## config.mk

```make
export PLATFORM = sky130hd
export DESIGN_NAME = hazard_ctrl_unit
export DESIGN_NICKNAME = d
export VERILOG_FILES = /design/src/rtl/hazard_pkg.sv /design/src/rtl/hazard_scoreboard.sv /design/src/rtl/hazard_ctrl_unit.sv
export SDC_FILE = /design/constraint.sdc
export NUM_CORES = 1
export LEC_CHECK = 0
export CORE_MARGIN = 10
export CORE_UTILIZATION = 40
export CTS_CLUSTER_SIZE = 25
export DETAILED_ROUTE_END_ITERATION = 8
export DONT_BUFFER_PORTS = 1
export PLACE_DENSITY_LB_ADDON = 0.3
export RECOVER_POWER = 100
export SLEW_MARGIN = 20
export SYNTH_ARGS = -nofsm -noshare
export SYNTH_HDL_FRONTEND = slang
export SYNTH_HIERARCHICAL = 1
export SYNTH_SLANG_ARGS = --single-unit
```

## constraint.sdc

```tcl
create_clock -name clk -period 3.1 [get_ports clk]
set_input_delay 0.62 -clock clk [delete_from_list [all_inputs] [get_ports clk]]
set_output_delay 0.62 -clock clk [all_outputs]
set_load 0.01 [all_outputs]
```

## src/rtl/hazard_pkg.sv

```systemverilog
// rtl/hazard_pkg.sv - shared types and constants for the hazard/forwarding controller
package hazard_pkg;

  localparam int REG_ADDR_W = 5;
  localparam int NUM_REGS   = 32;

  typedef enum logic [1:0] {
    FWD_RF  = 2'b00,
    FWD_WB  = 2'b01,
    FWD_MEM = 2'b10,
    FWD_LU  = 2'b11
  } fwd_sel_e;

  typedef enum logic [1:0] {
    CAUSE_NONE     = 2'b00,
    CAUSE_LOAD_USE = 2'b01,
    CAUSE_SB       = 2'b10,
    CAUSE_STRUCT   = 2'b11
  } stall_cause_e;

endpackage

```

## src/rtl/hazard_scoreboard.sv

```systemverilog
// rtl/hazard_scoreboard.sv - pending-register vector and outstanding long-op counter
module hazard_scoreboard
  import hazard_pkg::*;
#(
  parameter int MAX_PENDING = 4,
  parameter int PCW         = $clog2(MAX_PENDING + 1)
) (
  input  logic                  clk,
  input  logic                  rst_n,
  input  logic                  issue,
  input  logic                  issue_rd_we,
  input  logic [REG_ADDR_W-1:0] issue_rd,
  input  logic                  lu_done,
  input  logic [REG_ADDR_W-1:0] lu_rd,
  output logic [NUM_REGS-1:0]   sb_pending,
  output logic [PCW-1:0]        pending_cnt,
  output logic                  sb_err
);

  logic [NUM_REGS-1:0] pending_nxt;
  logic [PCW-1:0]      cnt_nxt;
  logic                done_ok;

  // A completion with nothing outstanding is spurious: it is flagged and does not move the count.
  assign done_ok = lu_done && (pending_cnt != '0);

  // Next pending vector and count; a clear and a set on different registers both apply.
  always_comb begin
    pending_nxt = sb_pending;
    if (lu_done && (lu_rd != '0)) pending_nxt[lu_rd] = 1'b0;
    if (issue && issue_rd_we && (issue_rd != '0)) pending_nxt[issue_rd] = 1'b1;
    cnt_nxt = pending_cnt;
    if (issue && !done_ok)      cnt_nxt = pending_cnt + PCW'(1);
    else if (!issue && done_ok) cnt_nxt = pending_cnt - PCW'(1);
  end

  // Scoreboard state registers; sb_err is sticky until reset.
  always_ff @(posedge clk or negedge rst_n) begin
    if (!rst_n) begin
      sb_pending  <= '0;
      pending_cnt <= '0;
      sb_err      <= 1'b0;
    end else begin
      sb_pending  <= pending_nxt;
      pending_cnt <= cnt_nxt;
      if (lu_done && (pending_cnt == '0)) sb_err <= 1'b1;
    end
  end

endmodule

```

## src/rtl/hazard_ctrl_unit.sv

```systemverilog
// rtl/hazard_ctrl_unit.sv - operand forwarding, ID stall generation and stall perf counter
module hazard_ctrl_unit
  import hazard_pkg::*;
#(
  parameter int NUM_SRC     = 2,
  parameter int MAX_PENDING = 4,
  parameter int PERF_W      = 16
) (
  input  logic                                 clk,
  input  logic                                 rst_n,
  input  logic                                 id_valid,
  input  logic [NUM_SRC*REG_ADDR_W-1:0]        id_rs,
  input  logic [NUM_SRC-1:0]                   id_rs_used,
  input  logic [REG_ADDR_W-1:0]                id_rd,
  input  logic                                 id_rd_we,
  input  logic                                 id_is_long,
  input  logic                                 flush,
  input  logic [NUM_SRC*REG_ADDR_W-1:0]        ex_rs,
  input  logic [REG_ADDR_W-1:0]                ex_rd,
  input  logic                                 ex_reg_write,
  input  logic                                 ex_is_load,
  input  logic [REG_ADDR_W-1:0]                mem_rd,
  input  logic                                 mem_reg_write,
  input  logic [REG_ADDR_W-1:0]                wb_rd,
  input  logic                                 wb_reg_write,
  input  logic                                 lu_done,
  input  logic [REG_ADDR_W-1:0]                lu_rd,
  output logic [NUM_SRC*2-1:0]                 fwd_sel,
  output logic                                 stall,
  output logic [1:0]                           stall_cause,
  output logic [NUM_REGS-1:0]                  sb_pending,
  output logic [$clog2(MAX_PENDING+1)-1:0]     pending_cnt,
  output logic                                 sb_err,
  output logic [PERF_W-1:0]                    perf_stall_cnt
);

  localparam int PCW = $clog2(MAX_PENDING + 1);
  localparam logic [PCW-1:0] MAX_CNT = PCW'(MAX_PENDING);

  logic [REG_ADDR_W-1:0] fsrc;
  fwd_sel_e              fsel;
  logic [REG_ADDR_W-1:0] isrc;
  logic                  load_use, sb_raw, sb_waw, structural;
  stall_cause_e          cause;
  logic                  issue;

  // Per-source bypass select: MEM beats long-unit beats WB; x0 is never forwarded.
  always_comb begin
    fwd_sel = '0;
    fsrc    = '0;
    fsel    = FWD_RF;
    for (int i = 0; i < NUM_SRC; i++) begin
      fsrc = ex_rs[REG_ADDR_W*i +: REG_ADDR_W];
      fsel = FWD_RF;
      if (fsrc != '0) begin
        if (mem_reg_write && (mem_rd == fsrc))     fsel = FWD_MEM;
        else if (lu_done && (lu_rd == fsrc))       fsel = FWD_LU;
        else if (wb_reg_write && (wb_rd == fsrc))  fsel = FWD_WB;
      end
      if (rst_n) fwd_sel[2*i +: 2] = fsel;
    end
  end

  // Hazard detection for the ID instruction, prioritised load-use > scoreboard > structural.
  always_comb begin
    load_use = 1'b0;
    sb_raw   = 1'b0;
    isrc     = '0;
    for (int i = 0; i < NUM_SRC; i++) begin
      isrc = id_rs[REG_ADDR_W*i +: REG_ADDR_W];
      if (id_rs_used[i] && (isrc != '0)) begin
        if (ex_is_load && ex_reg_write && (ex_rd == isrc)) load_use = 1'b1;
        if (sb_pending[isrc]) sb_raw = 1'b1;
      end
    end
    sb_waw     = id_rd_we && (id_rd != '0) && sb_pending[id_rd];
    structural = id_is_long && (pending_cnt == MAX_CNT);
    cause      = CAUSE_NONE;
    if (id_valid && rst_n) begin
      if (load_use)              cause = CAUSE_LOAD_USE;
      else if (sb_raw || sb_waw) cause = CAUSE_SB;
      else if (structural)       cause = CAUSE_STRUCT;
    end
  end

  assign stall_cause = cause;
  assign stall       = (cause != CAUSE_NONE);
  assign issue       = id_valid && id_is_long && !stall && !flush;

  hazard_scoreboard #(
    .MAX_PENDING (MAX_PENDING),
    .PCW         (PCW)
  ) u_scoreboard (
    .clk         (clk),
    .rst_n       (rst_n),
    .issue       (issue),
    .issue_rd_we (id_rd_we),
    .issue_rd    (id_rd),
    .lu_done     (lu_done),
    .lu_rd       (lu_rd),
    .sb_pending  (sb_pending),
    .pending_cnt (pending_cnt),
    .sb_err      (sb_err)
  );

  // Saturating count of stalled cycles.
  always_ff @(posedge clk or negedge rst_n) begin
    if (!rst_n)                                perf_stall_cnt <= '0;
    else if (stall && (perf_stall_cnt != '1))  perf_stall_cnt <= perf_stall_cnt + PERF_W'(1);
  end

endmodule

```

* After elaboration in Yosys (flattened, before gate mapping)
Index checks and enable logic that the tools add are counted.
** Storage, ports and cells
- Register bits after elaboration :: 52
- Latch bits :: 0
- Bits in writable memories :: 0
- ROM bits :: 0
- Input port bits :: 58
- Output and inout port bits :: 59
- Word-level logic and storage cells :: 105
- Memories :: 0
** Operators by class
- Add/subtract/negate cells :: 3
- Multipliers :: 0
- Divide/modulo/power cells :: 0
- Magnitude comparators :: 6
- Equality and inequality tests :: 10
- Shift operators :: 0
- Muxes and demuxes :: 36
- Bitwise operators :: 3
- Reduce and logical (&&, ||, !) cells :: 43
** Operators by type and width (count)
- $mux 32 :: 2
- $eq 5x5->1 :: 8
- $and 32x32->32 :: 1
- $not 32->32 :: 1
- $or 32x32->32 :: 1
- $reduce_bool 5->1 :: 6
- $logic_and 1x1->1 :: 28
- $lt 5x6->1 const B :: 4
- $mux 2 :: 12
- $add 16x1->16 const B :: 1
- $ne 16x16->1 const B :: 1
- $bmux 1 s5 :: 3
- $mux 1 :: 15
- $demux 1 s5 :: 2
- $ge 5x1->1 const B :: 2
- $mux 3 :: 2
- $logic_not 1->1 :: 4
- $reduce_bool 2->1 :: 2
- $add 3x1->3 const B :: 1
- $eq 3x3->1 const B :: 1
- $logic_not 3->1 :: 1
- $reduce_bool 3->1 :: 1
- $sub 3x1->3 const B :: 1
- $logic_or 1x1->1 :: 1

* Depth between registers and ports, before layout
- Depth in word-level cells :: 18
- Depth in mapped cells :: 16
- Mapped depth without buffers :: 13

* Hierarchy
Netlist, hierarchy kept.
** By module, submodules not included
- hazard_ctrl_unit :: instances 1, cells an instance 247, area each 2342.2 µm², seq. area each 400.4 µm²
- hazard_scoreboard :: instances 1, cells an instance 139, area each 1488.9 µm², seq. area each 900.9 µm²

* Least setup slack after synthesis
Ideal clock, no wire load.
- Kind :: input -> register
- Start point :: input port id_rs[0]
- End point :: register u_scoreboard.pending_cnt[2]
- Setup time :: 0.079 ns
- Data arrival time :: 3.361 ns
- Required time :: 3.021 ns
- Path slack :: -0.340 ns
- Stages :: 13
- Buffers on the path :: 2
- Path through :: buf_2 -> mux4_2 -> mux2_2 -> o22ai_1 -> nand3_4 -> buf_6 -> a211oi_2 -> ha_1 -> inv_1 -> fa_1 -> xor2_1 -> nor2_1 -> xor2_1
** On the way
- Cells in the longest elaborated chain, start to end :: 17
- Elaborated cells on any way between the ends :: 27
- Those cells by class :: 1 x eq/ne; 14 x mux; 12 x reduce/logical
** Ends and longest elaborated chain
- from (decl) :: line hazard_ctrl_unit.sv:12 : input logic [NUM_SRC*REG_ADDR_W-1:0] id_rs,
- $bmux 1 s5 :: line hazard_ctrl_unit.sv:73 : if (sb_pending[isrc]) sb_raw = 1'b1;
- $mux 1 (implied by the code) :: line hazard_ctrl_unit.sv:73
- $mux 1 :: line hazard_ctrl_unit.sv:73
- $mux 1 :: line hazard_ctrl_unit.sv:71 : if (id_rs_used[i] && (isrc != '0)) begin
- $mux 1 :: line hazard_ctrl_unit.sv:73
- $mux 1 :: line hazard_ctrl_unit.sv:71
- $logic_or 1x1->1 :: line hazard_ctrl_unit.sv:81 : else if (sb_raw || sb_waw) cause = CAUSE_SB;
- $mux 2 :: line hazard_ctrl_unit.sv:81
- $mux 2 * :: line hazard_ctrl_unit.sv:80 : if (load_use) cause = CAUSE_LOAD_USE;
- $mux 2 * :: line hazard_ctrl_unit.sv:79 : if (id_valid && rst_n) begin
- $reduce_bool 2->1 * :: line hazard_ctrl_unit.sv:87 : assign stall = (cause != CAUSE_NONE);
- $logic_not 1->1 * :: line hazard_ctrl_unit.sv:88 : assign issue = id_valid && id_is_long && !stall && !flush;
- $logic_and 1x1->1 * (2 in series) :: line hazard_ctrl_unit.sv:88
- net issue :: line hazard_ctrl_unit.sv:45 : logic issue;
- $logic_not 1->1 :: line hazard_scoreboard.sv:34 : else if (!issue && done_ok) cnt_nxt = pending_cnt - PCW'(1);
- $logic_and 1x1->1 :: line hazard_scoreboard.sv:34
- $reduce_bool 2->1 (no source line)
- to (signal assigned) :: line hazard_scoreboard.sv:45 : pending_cnt <= cnt_nxt;
- to (decl) :: line hazard_scoreboard.sv:16 : output logic [PCW-1:0] pending_cnt,
Mark *: on every way through the listed nets, which the timed path passes. The rest lies on a longest branch. The select of a mux whose other input is x is not followed.
A chain may end at the register's enable or synchronous reset.

* Worst setup path in the final report
- Start point :: register u_scoreboard.sb_pending[29]
- End point :: output port stall_cause[0]
** On the way
- Cells in the longest elaborated chain, start to end :: 10
- Elaborated cells on any way between the ends :: 15
- Those cells by class :: 13 x mux; 2 x reduce/logical
** Ends and longest elaborated chain
- from (decl) :: line hazard_scoreboard.sv:15 : output logic [NUM_REGS-1:0] sb_pending,
- from (signal assigned) :: line hazard_scoreboard.sv:44 : sb_pending <= pending_nxt;
- $bmux 1 s5 :: line hazard_ctrl_unit.sv:73
- $mux 1 (implied by the code) :: line hazard_ctrl_unit.sv:73
- $mux 1 :: line hazard_ctrl_unit.sv:73
- $mux 1 :: line hazard_ctrl_unit.sv:71
- $mux 1 :: line hazard_ctrl_unit.sv:73
- $mux 1 :: line hazard_ctrl_unit.sv:71
- $logic_or 1x1->1 * :: line hazard_ctrl_unit.sv:81
- $mux 2 * :: line hazard_ctrl_unit.sv:81
- $mux 2 * :: line hazard_ctrl_unit.sv:80
- $mux 2 * :: line hazard_ctrl_unit.sv:79
- to (decl) :: line hazard_ctrl_unit.sv:30 : output logic [1:0] stall_cause,
Every way passes the cells marked *; elsewhere a longest branch is shown, timed or not. The select of a mux whose other input is x is not followed.

==> flow_summary.ini <==
[status]
status = finished, violations left
violations = capacitance limit, slew limit, setup timing

[sta]
period_needed_ns = 3.16
relSlewSlack = -0.545
period_share = 1.02
setup_viol_count_final = 4
max_freq_ghz = 0.316
fin_skew_ns = 0.0181
hold_violations = 0
drv_slew = 53
worstMarginPinSlew_ns = 2.32
worst_hold_slack_ns = 0.433
setup_slack_ns = -0.0637
rsz0062_at_grt = yes

[clock_network]
cts_buffers = 5
clk_latency_ns = 0.31
clockBufferDepth = 2
cts_tree = done
cts-root-buf = clkbuf_8
path_clk_slew_ns = 0.10
h-tree-depth = 2
clkSinkCount = 52

[worst_setup_path]
cp-start-kind = register
critical_path_arrival_ns = 2.54
cp_cell_sequence = buf_4, mux4_2, a32oi_1, a31oi_1, a22oi_2, buf_4, nand3_1, o21ai_1, and2_4
critPathSlowestCell = mux4_2
critPathMaxStageDelay_ns = 0.47
worstSetupPathType = register to primary output
startpoint = u_scoreboard/sb_pending[29]$_DFF_PN0_
crit_family = compound AO/OA/AOI/OAI gates
crit_buf_inv = 2
path_max_fanout = 3
rr_startpoint = u_scoreboard/sb_pending[29]$_DFF_PN0_
cpMostUsedCell = buf_4
required_ns = 2.48
worstSetupEndpointType = primary output

[route]
drtIter0Drc = 322
route.detailed.drc = 0
postRouteAntennaNets = 0
wl_per_cell_um = 22.9
num_vias = 3391
viasPerCell = 6.02
firstDrtPassIters = 7
drt-total-wl_um = 12900

[synth]
synth_top_area_frac = 0.340
yosys_warnings = 6
seq_area_frac_synth = 0.340
synth.distinct_cells = 60
syn-instance-count = 386
synth_edf_count = 0
synthArstFlopShare = 1.00
synth_area_um2 = 3830
synth_fp_nets = 447
yosys.area.top_type = dfrtp_1
syn_avg_cell_area_um2 = 9.93
synthTopCellsByArea = dfrtp_1 (34%), mux4_2 (7.6%), xor2_1 (6.9%), xnor2_1 (6.4%), o21ai_0 (4.8%)
ys.flop_type = dfrtp_1
ys_ff_latch = 52

[layout]
fill_cells = 911
stdcell_count = 563
antennaDiodeCount = 0
final_cell_mix = dfrtp_1 (50), buf_4 (40), o21ai_0 (35)
layout_commonest_cell = dfrtp_1
drive_gt1_frac = 0.212
final_cell_area_um2 = 4400
layout-area-overhead-vs-synth_pct = 14.9
layout.nets = 494

[run]
drv_cap = 1

[power]
seq_power_share = 0.505
ir_drop_mv = 0.206
power_leakage_uw = 0.00182
cellInternalPower_uw = 1180
pwr-share-clk = 0.224
powerDensity_nw_per_um2 = 405
power_switching_uw = 603
share_comb_of_total_power = 0.270
p_sw_frac = 0.338

[floorplan]
pin_count = 117
die_area_um2 = 13900
num_rows = 35
initial_core_util = 0.413
die_y_um = 118
core_area_um2 = 9280
die_width_um = 118

[global_route]
grt.total_usage = 0.177
grt-ovfl-total = 0
grt_pass1_wl_um = 20000
grt_max_degree = 57
antenna_found_initial = 0
grt_pass1_vias = 3479

[min_path]
hold_class = input port to register
hp-start = lu_done

[place]
dpl.hpwl_um = 9820
port_buffers = 0
finalWeightedCongestion = 0.924
dp.cells = 546
placed_area_um2 = 4240
## routing by layer
metal,GRT usage,up-vias,part of all wire
met5,0,-,0
met4,0.0518,0,0.019
met3,0.0715,16,0.12
met2,0.282,179,0.47
met1,0.214,1650,0.40
li1,-,1546,-
## cells by family (layout without fill, tap and decap cells)
logic type	count (synthesis)	after routing	synth area share
DFF	52	52	0.340
buffers and inverters	18	66	0.0294
muxes	37	37	0.150
AOI/OAI and AO/OA	93	93	0.143
and+or+nand+nor	125	125	0.193
xor gates and xnor gates	58	58	0.133
adders and majority gates	3	3	0.0118
## registers in the layout (all words and copies together), names as in the netlist
signal	cells
u_scoreboard/sb_pending	32
u_scoreboard/pending_cnt	3
perf_stall_cnt	16
u_scoreboard/sb_err	1
## per-stage QoR
stage	setup TNS, ns	util	total power [uW]	setup WS [ns]
CTS	-0.145	0.467	1760	-0.0676
global route	-0.729	0.474	1890	-0.198
detailed placement	-0.448	0.457	1350	-0.240
global placement	-0.319	0.457	1340	-0.181
finish	-0.176	0.474	1780	-0.0637
floorplan	-0.422	-	1210	-0.222
## power groups by stage
stage | logic [uW] | registers [uW] | clock network (uW)
after global placement | 422 | 917 | 0
after global routing | 532 | 917 | 443
after detailed placement | 438 | 917 | 0
after CTS | 440 | 904 | 414
final | 482 | 901 | 400
after floorplan | 320 | 894 | 0
## cells in the mapped netlist, drive strengths merged (2+ instances only)
cell type	n
a2111oi	2
a211oi	3
a21oi	2
a31oi	4
and2	7
and3	16
buf	12
clkbuf	2
dfrtp	52
ha	2
inv	4
mux2	7
mux2i	15
mux4	15
nand2	21
nand2b	4
nand3	18
nand3b	5
nand4	8
nand4b	2
nor2	10
nor2b	8
nor3	5
nor4	8
o21ai	67
o22ai	3
o311ai	2
or3b	4
or4	4
xnor2	28
xor2	30
## final timing paths
path | slack (ns) | to | depth (start not counted)
max | -0.06 | stall_cause[0] | 9
min | 0.43 | u_scoreboard/sb_err$_DFFE_PN0P_ | 1
max reg2reg | -0.06 | u_scoreboard/pending_cnt[2]$_DFFE_PN0P_ | 13
max in group asynchronous | 0.51 | u_scoreboard/sb_pending[15]$_DFF_PN0_ | 1
min in group asynchronous | 1.11 | u_scoreboard/sb_pending[31]$_DFF_PN0_ | 1
min reg2reg | 0.50 | u_scoreboard/sb_pending[0]$_DFF_PN0_ | 0
## layout make-up
type / instances / area (um2) / area share
multi-input combinational: 316 / 2440 / 0.554
clock inverter: 3 / 21.3 / 0.00483
timing repair buffer: 54 / 393 / 0.0893
inverter: 4 / 15.0 / 0.00341
clock buffer: 5 / 68.8 / 0.0156
sequential: 52 / 1300 / 0.296
tap: 129 / 161 / 0.0367
## timing repair
action | 4_1_cts | 5_1_grt
endpoints found under the hold margin | 43 | 52
gates resized for setup | 1 | 11
endpoints found under the setup margin | 4 | 4
setup buffers | 0 | 8
pin swaps | 1 | 0
No activity file was read; power rests on OpenSTA's default activity.
